### src/rtl/shift_pkg.sv
// Shared types and helpers for the shift datapath: rotate-code layout,
// unrotate FSM states and the code-to-left-rotate-amount mapping.
package shift_pkg;

  localparam int SHIFT_WIDTH = 16;
  localparam int SHIFT_LOG2N = $clog2(SHIFT_WIDTH);

  typedef struct packed {
    logic                   dir;
    logic [SHIFT_LOG2N-1:0] k;
  } rot_code_t;

  typedef enum logic [1:0] {
    IDLE = 2'd0,
    ROT  = 2'd1,
    DONE = 2'd2
  } unrot_state_t;

  // dir=1 undoes a right gather, so the left amount is (WIDTH-k) mod WIDTH;
  // the subtraction wraps naturally in LOG2N bits, so k=0 gives 0.
  function automatic logic [SHIFT_LOG2N-1:0] rot_left_amt(input rot_code_t code);
    logic [SHIFT_LOG2N-1:0] amt;
    if (code.dir) begin
      amt = SHIFT_LOG2N'(0) - code.k;
    end else begin
      amt = code.k;
    end
    return amt;
  endfunction

endpackage

### src/rtl/rot_stage.sv
// One radix-2 rotate stage: rotates the word left by the constant SHIFT
// when enabled, otherwise passes it through untouched.
module rot_stage #(
  parameter int WIDTH = 16,
  parameter int SHIFT = 1
) (
  input  logic             i_en,
  input  logic [WIDTH-1:0] i_data,
  output logic [WIDTH-1:0] o_data
);

  logic [WIDTH-1:0] w_rot;

  assign w_rot  = {i_data[WIDTH-SHIFT-1:0], i_data[WIDTH-1:WIDTH-SHIFT]};
  assign o_data = i_en ? w_rot : i_data;

endmodule

### src/rtl/bit_unrotate_seq.sv
// Multi-cycle inverse of the {dir,k} bit-gather network: restores the
// original bit order by applying one power-of-two rotate stage per clock.
module bit_unrotate_seq
  import shift_pkg::*;
#(
  parameter  int WIDTH = 16,
  localparam int LOG2N = $clog2(WIDTH),
  localparam int CODEW = LOG2N + 1
) (
  input  logic             i_clk,
  input  logic             i_reset,
  input  logic             i_valid,
  output logic             o_ready,
  input  logic [WIDTH-1:0] i_data,
  input  logic [CODEW-1:0] i_code,
  output logic             o_valid,
  input  logic             i_ready,
  output logic [WIDTH-1:0] o_data,
  output logic             o_busy
);

  localparam logic [LOG2N-1:0] CNT_LAST = LOG2N'(LOG2N - 1);

  unrot_state_t     r_state;
  unrot_state_t     w_state_next;
  logic [LOG2N-1:0] r_cnt;
  logic [LOG2N-1:0] w_cnt_next;
  logic [LOG2N-1:0] r_amt;
  logic [LOG2N-1:0] w_amt_next;
  logic [WIDTH-1:0] r_data;
  logic [WIDTH-1:0] w_data_next;
  logic [LOG2N-1:0] w_amt;
  logic [WIDTH-1:0] w_stage [LOG2N];

  generate
    if (WIDTH == SHIFT_WIDTH) begin : g_pkg_amt
      assign w_amt = rot_left_amt(rot_code_t'(i_code));
    end else begin : g_gen_amt
      assign w_amt = i_code[CODEW-1] ? (LOG2N'(0) - i_code[LOG2N-1:0])
                                     : i_code[LOG2N-1:0];
    end
  endgenerate

  // Every stage is built; cnt picks which one lands in the data register,
  // so each word spends exactly LOG2N clocks in ROT regardless of amount.
  genvar gi;
  generate
    for (gi = 0; gi < LOG2N; gi++) begin : g_stage
      rot_stage #(
        .WIDTH (WIDTH),
        .SHIFT (1 << gi)
      ) u_rot_stage (
        .i_en   (r_amt[gi]),
        .i_data (r_data),
        .o_data (w_stage[gi])
      );
    end
  endgenerate

  always_comb begin
    w_state_next = r_state;
    w_cnt_next   = r_cnt;
    w_amt_next   = r_amt;
    w_data_next  = r_data;
    case (r_state)
      IDLE: begin
        if (i_valid) begin
          w_data_next  = i_data;
          w_amt_next   = w_amt;
          w_cnt_next   = '0;
          w_state_next = ROT;
        end
      end
      ROT: begin
        w_data_next = w_stage[r_cnt];
        w_cnt_next  = r_cnt + LOG2N'(1);
        if (r_cnt == CNT_LAST) begin
          w_state_next = DONE;
        end
      end
      DONE: begin
        if (i_ready) begin
          w_state_next = IDLE;
        end
      end
      default: begin
        w_state_next = IDLE;
      end
    endcase
  end

  always_ff @(posedge i_clk) begin
    if (i_reset) begin
      r_state <= IDLE;
      r_cnt   <= '0;
      r_amt   <= '0;
      r_data  <= '0;
    end else begin
      r_state <= w_state_next;
      r_cnt   <= w_cnt_next;
      r_amt   <= w_amt_next;
      r_data  <= w_data_next;
    end
  end

  assign o_ready = (r_state == IDLE);
  assign o_valid = (r_state == DONE);
  assign o_busy  = (r_state != IDLE);
  assign o_data  = r_data;

endmodule

### config.mk
export PLATFORM = sky130hd
export DESIGN_NAME = bit_unrotate_seq
export DESIGN_NICKNAME = d
export VERILOG_FILES = /design/src/rtl/shift_pkg.sv /design/src/rtl/rot_stage.sv /design/src/rtl/bit_unrotate_seq.sv
export SDC_FILE = /design/constraint.sdc
export NUM_CORES = 1
export LEC_CHECK = 0
export ABC_AREA = 1
export BUFFER_PORTS_ARGS = -buffer_cell sky130_fd_sc_hd__buf_2
export CAP_MARGIN = 15
export CORE_ASPECT_RATIO = 1.1
export CORE_UTILIZATION = 46
export DETAILED_ROUTE_END_ITERATION = 7
export GPL_TIMING_DRIVEN = 0
export HOLD_SLACK_MARGIN = 0.15
export PLACE_DENSITY = 0.79
export SETUP_SLACK_MARGIN = 0.3
export SLEW_MARGIN = 20
export SYNTH_ARGS = -nofsm -noshare
export SYNTH_HDL_FRONTEND = slang
export SYNTH_SLANG_ARGS = --single-unit
### constraint.sdc
create_clock -name i_clk -period 1.7 [get_ports i_clk]
set_input_delay 0.085 -clock i_clk [delete_from_list [all_inputs] [get_ports i_clk]]
set_output_delay 0.085 -clock i_clk [all_outputs]
set_load 0.02 [all_outputs]
# Yosys cells after proc, flatten, opt, wreduce, memory -nomap -nowiden
# Cells that the tools add are included.
# word_totals
register_bits,26
inputBits,25
out_inout_bits,19
elab_cells,36
# classes
n_addsub,2
n_lt_le_gt_ge,1
eq_ne,6
muxes,16
bitwise_logic,1
reduce_logical,6
# op_table
cell,n
$mux 16,7
$bmux 16 s2,1
$pmux 16 s2,1
$mux 4,2
$pmux 4 s2,1
$mux 2,3
$pmux 2 s3,1
$ge 5x3->1 const B,1
$not 4->5,1
$add 4x1->4 const B,1
$eq 4x2->1 const B,1
$ne 2x2->1 const B,2
$reduce_and 2->1,2
$reduce_bool 2->1,2
$sub 1x4->4 const A,1
$reduce_and 3->1,1
$eq 2x1->1 const B,1
$eq 2x2->1 const B,1
$logic_not 2->1,1
$ne 2x1->1 const B,1

# Logic depth before layout (Yosys ltp)
# logic_depth
word_depth,5
mapped_depth,10

# Cells and area by module
# From an unflattened synthesis, not the netlist that was laid out.
# hier_totals
cells_unflattened,509
area_unflattened_um2,2954.1
# by_module_without_submodules
module,instances,cells_each,area_per_inst_um2
bit_unrotate_seq,1,301,1818.0
rot_stage,4,52,284.0

# Worst setup path after synthesis
# OpenSTA, ideal clock, no wires.
# synth_timing
path_type,register -> register
start,register r_state[0]
end,"register r_data[0], in the netlist o_data[0]"
setup_ns,0.112
t_arrival_ns,1.241
path_slack_ns,0.347
stages_incl_launch_ff,8
cell_sequence,dfxtp_1 nor2_2 nand2_2 nand2_4 buf_2 nand4_1 nor2_1 nor2_1
# synth_via
elab_chain_len,3
word_cells_on_any_way,6
# synth_lines
element,line,text
start: declaration,bit_unrotate_seq.sv:24,unrot_state_t r_state;
start signal: assignment,bit_unrotate_seq.sv:99,r_state <= w_state_next;
$logic_not 2->1 *,n/a,
net o_ready,bit_unrotate_seq.sv:13,"output logic o_ready,"
$ne 2x2->1 (no line) / $reduce_bool 2->1 (equally long branches),n/a,
$reduce_and 2->1 (no line),n/a,
end signal: assignment,bit_unrotate_seq.sv:102,r_data <= w_data_next;
end: declaration,bit_unrotate_seq.sv:30,logic [WIDTH-1:0] r_data;
# The timed path passes the listed nets; every way through them passes the cells marked *.
# A chain may end at the register's enable or synchronous reset.

# Worst setup path in the final report
# layout_timing
start,register r_cnt[1]
end,"register r_data[12], in the netlist o_data[12]"
# layout_via
elab_chain_len,5
# layout_lines
element,line,text
start: declaration,bit_unrotate_seq.sv:26,logic [LOG2N-1:0] r_cnt;
start signal: assignment,bit_unrotate_seq.sv:100,r_cnt <= w_cnt_next;
$not 4->5 (not written as such),bit_unrotate_seq.sv:75,w_data_next = w_stage[r_cnt];
$bmux 16 s2,bit_unrotate_seq.sv:75,
$mux 16 (not written as such) (2 in a row),bit_unrotate_seq.sv:75,
$pmux 16 s2,bit_unrotate_seq.sv:65,case (r_state)
# Every way passes these cells. The select of a mux whose other input is x is not followed.

==> metrics.sh <==
FLOORPLAN.DIE.WIDTH_UM=65.82
TIMING.CRITICAL_PATH.REQUIRED_NS=1.89
WORST-SETUP-PATH-TYPE='flop to flop'
IOPINCOUNT=44
GRTUSAGETOTAL_PCT=28.92
MOST-COMMON-LAYOUT-CELLS='87 x nor2_1, 75 x nand2_1, 49 x nand3_1'
RELATIVE_AREA_CHANGE_FROM_SYNTHESIS_TO_FINAL_LAYOUT_PCT=35.46
SETUP_SLACK_NS=0.3649
SETUP_VIOL=0
CLOCK_POWER_SHARE_PCT=23.7
CRITPATHMAXFANOUT=10
FLOORPLAN.INITIALDENSITY_PCT=48.09
P_SW_uW=921.9
MAXSLEWVIOLCOUNT=0
WORSTMARGINPINSLEW_NS=0.2359
CLK-INSERTION-DELAY-LATE_NS=0.29
POWER_DENSITY_nW_PER_UM2=828.7
VIASPERCELL=5.207
GRT_REMAINING_OVERFLOW=0
SEQUENTIAL_CELL_AREA_IN_THE_FINAL_LAYOUT_UM2=528.0
ANTENNA_LEFT=0
SYN_AVG_CELL_AREA_UM2=5.724
H-TREE-DEPTH=1
SLEW-LIMIT-HEADROOM_PCT=84.28
CTS_BUFS_INSERTED=3
CTS.CLK_SLEW.WORST_PATHS_NS=0.11
POST-ROUTE-MIN-PERIOD_NS=1.335
DETAIL_ROUTE.DRC_VIOLATIONS=0
IR_WORST_VDD_mV=0.4744
DETAIL_ROUTE.ITER0.VIOLATIONS=235
SYNTH_TOP_AREA_SHARE_PCT=25.26
SYNTH_CELL_TYPES=22
FINAL.SETUP.TNS_NS=0
LEAKAGE_uW=0.001464
NNETSFINAL=466
SYNTHESIS.AREA_UM2=2061
POST_ROUTE_CELLS_DRIVE_ABOVE_1_SHARE_PCT=23.29
CLOCK_TREE.ROOT_CELL='clkbuf_8'
ANTENNA_FOUND_INITIAL=0
CRIT_PATH_START_KIND='flop'
RSZ_0062_RAISED_AFTER_GLOBAL_ROUTING='yes'
CTS_NUM_SINKS=26
ENDPOINT_KIND='flop'
POWER.INTERNAL_uW=1391
SYNTH-SEQ-CELLS=26
PWR-SHARE-COMB_PCT=42.4
POST_SYNTH_INST_COUNT=360
FLOORPLAN.ROWS=25
CLOCK_TREE.BUFFER_DEPTH=2
DRTPASS1ITERATIONS=5
PWR-SHARE-SEQ_PCT=33.9
STATUS='completed'
PLACE.PORT_BUFFERS=43
YOSYS_WARNS=0
DR_TOTAL_VIAS=2562
MULTI_INPUT_COMB_AREA_UM2=1319
P_SW_SHARE_PCT=39.85
FILLERS=393
ROUTED_WIRE_LENGTH_PER_INSTANCE_UM=12.98
MAXIMUM_NUMBER_OF_PINS_ON_ONE_NET_BEFORE_GLOBAL_ROUTE_REPAIR=16
DETAILEDPLACE.WORSTSLACK_NS=0.2702
FIRST_PASS_GRT_WIRE_LENGTH_UM=10670
GP_CONGESTION=0.9470
COREAREA_UM2=4285
TIMING.FMAX_GHz=0.7490
CLOCK_SKEW_NS=0.007407
NUM_ANTENNA_CELLS=0
WL_UM=6384
LAYOUT_WORST_PATH_CYCLE_SHARE_PCT=78.53
MAXCAPVIOLATIONS=0
FINAL_HOLD_VIOL_COUNT=0
DESIGN.DIE.AREA_UM2=4752
GRT_PASS1_VIAS=2337
HPWLAFTERDP_UM=4436
MOSTFREQUENTLAYOUTCELL='nor2_1'
WORST_HOLD_PATH_TYPE='input pin to flop'
SYNTHDOMINANTAREACELLTYPE='dfxtp_1'
SYNTH_AREA_LEADERS='dfxtp_1 25%, nor2_1 16%, nand2_1 14%'
DIE_HEIGHT_UM=72.20
YS_SEQ_AREA_SHARE_PCT=25.26
TRITONCTS='yes'
SYNTH_NETS=387
WORST-ENDPOINT-ARRIVAL_NS=1.53
what timing repair did:
item	in CTS	in global routing
pin swaps	1	9
buffers inserted	1	10
gates cloned	0	0
gates resized for setup	10	26
endpoints found under the hold margin	23	0
setup endpoints to repair	10	14
hold buffers	20	0
path summary, 6_finish.rpt:
| kind | startpoint | endpoint | slack (ns) | cells after the start |
|---|---|---|---|---|
| worst max-delay path | r_cnt[1] | o_data[12] | 0.36 | 8 |
| worst min-delay path | i_data[15] | o_data[15] | 0.15 | 5 |
| worst max register to register | r_cnt[1] | o_data[12] | 0.36 | 8 |
| worst min register to register | r_cnt[3] | r_cnt[3] | 0.47 | 2 |
kinds of logic after synthesis:
logic type,synth area share [%]
AND/OR/NAND/NOR,52.03
buffers and inverters,12.14
AO/OA/AOI/OAI,8.500
flip-flops,25.26
XOR/XNOR,0.8502
adder cells (fa/ha/maj),1.214
Yosys cell counts:
| cell | n |
|---|---|
| o21ai_0 | 10 |
| ha_1 | 2 |
| nand4_1 | 16 |
| nor2_2 | 3 |
| buf_2 | 14 |
| nand2_1 | 75 |
| nand2_2 | 6 |
| o211ai_1 | 1 |
| nor2_1 | 87 |
| a211oi_1 | 1 |
| xor2_1 | 2 |
| clkbuf_1 | 2 |
| a21oi_1 | 11 |
| nand2_4 | 4 |
| buf_4 | 3 |
| inv_1 | 31 |
| o21ai_1 | 11 |
| inv_2 | 3 |
| buf_6 | 2 |
| nand3_4 | 1 |
| nand3_1 | 49 |
| dfxtp_1 | 26 |
state kept, by name, indices dropped and copies added (netlist names):
register,flops
r_state,2
r_cnt,4
r_amt,4
o_data,16
worst max-delay path: stages (launching register included):
cell	delay, ns
dfxtp_2	0.39
inv_2	0.10
nand2_1	0.08
nand2_1	0.08
nand2_4	0.12
buf_4	0.19
nand4_1	0.13
nor2_1	0.10
nor2_1	0.04
area by class of cell:
class / count / share of cell area, %
repair buffers: 74 / 17.84
flip-flops and latches: 26 / 18.92
multi-input cells: 279 / 47.24
inverters: 34 / 4.841
clock buffers: 3 / 1.479
plain buffers: 21 / 6.186
well taps: 54 / 2.420
clock inverters: 1 / 1.076
power groups by stage:
stage | combinational, uW | clock [uW] | sequential [uW]
2_1_floorplan | 524 | 0 | 853
6_report | 981 | 547 | 785
5_1_grt | 1090 | 567 | 796
3_5_place_dp | 839 | 0 | 789
4_1_cts | 895 | 550 | 777
3_3_place_gp | 825 | 0 | 787
per-stage QoR:
| stage | power, uW | cell area (um^2) | std cells | hold WS (ns) | utilization (%) |
|---|---|---|---|---|---|
| floorplan | 1377 | 2061 | 360 | 0.1541 | - |
| global placement | 1613 | 2344 | 457 | 0.3441 | 54.69 |
| detailed placement | 1628 | 2344 | 457 | 0.3493 | 54.69 |
| CTS | 2222 | 2649 | 482 | 0.1560 | 61.81 |
| global route | 2452 | 2791 | 492 | 0.1977 | 65.14 |
| finish | 2313 | 2791 | 492 | 0.1527 | 65.14 |
per-layer routing:
| layer | GRT usage, % | share of wire, % | routed length (um) | vias to the layer above |
|---|---|---|---|---|
| met1 | 36.73 | 43 | 2756 | 1135 |
| met3 | 3.459 | 6.7 | 427 | 15 |
| met2 | 49.09 | 48 | 3092 | 108 |
| met5 | 0 | 0 | 0 | - |
| met4 | 11.35 | 1.7 | 106 | 0 |
| li1 | - | - | - | 1304 |
(Power assumes the default switching activity.)
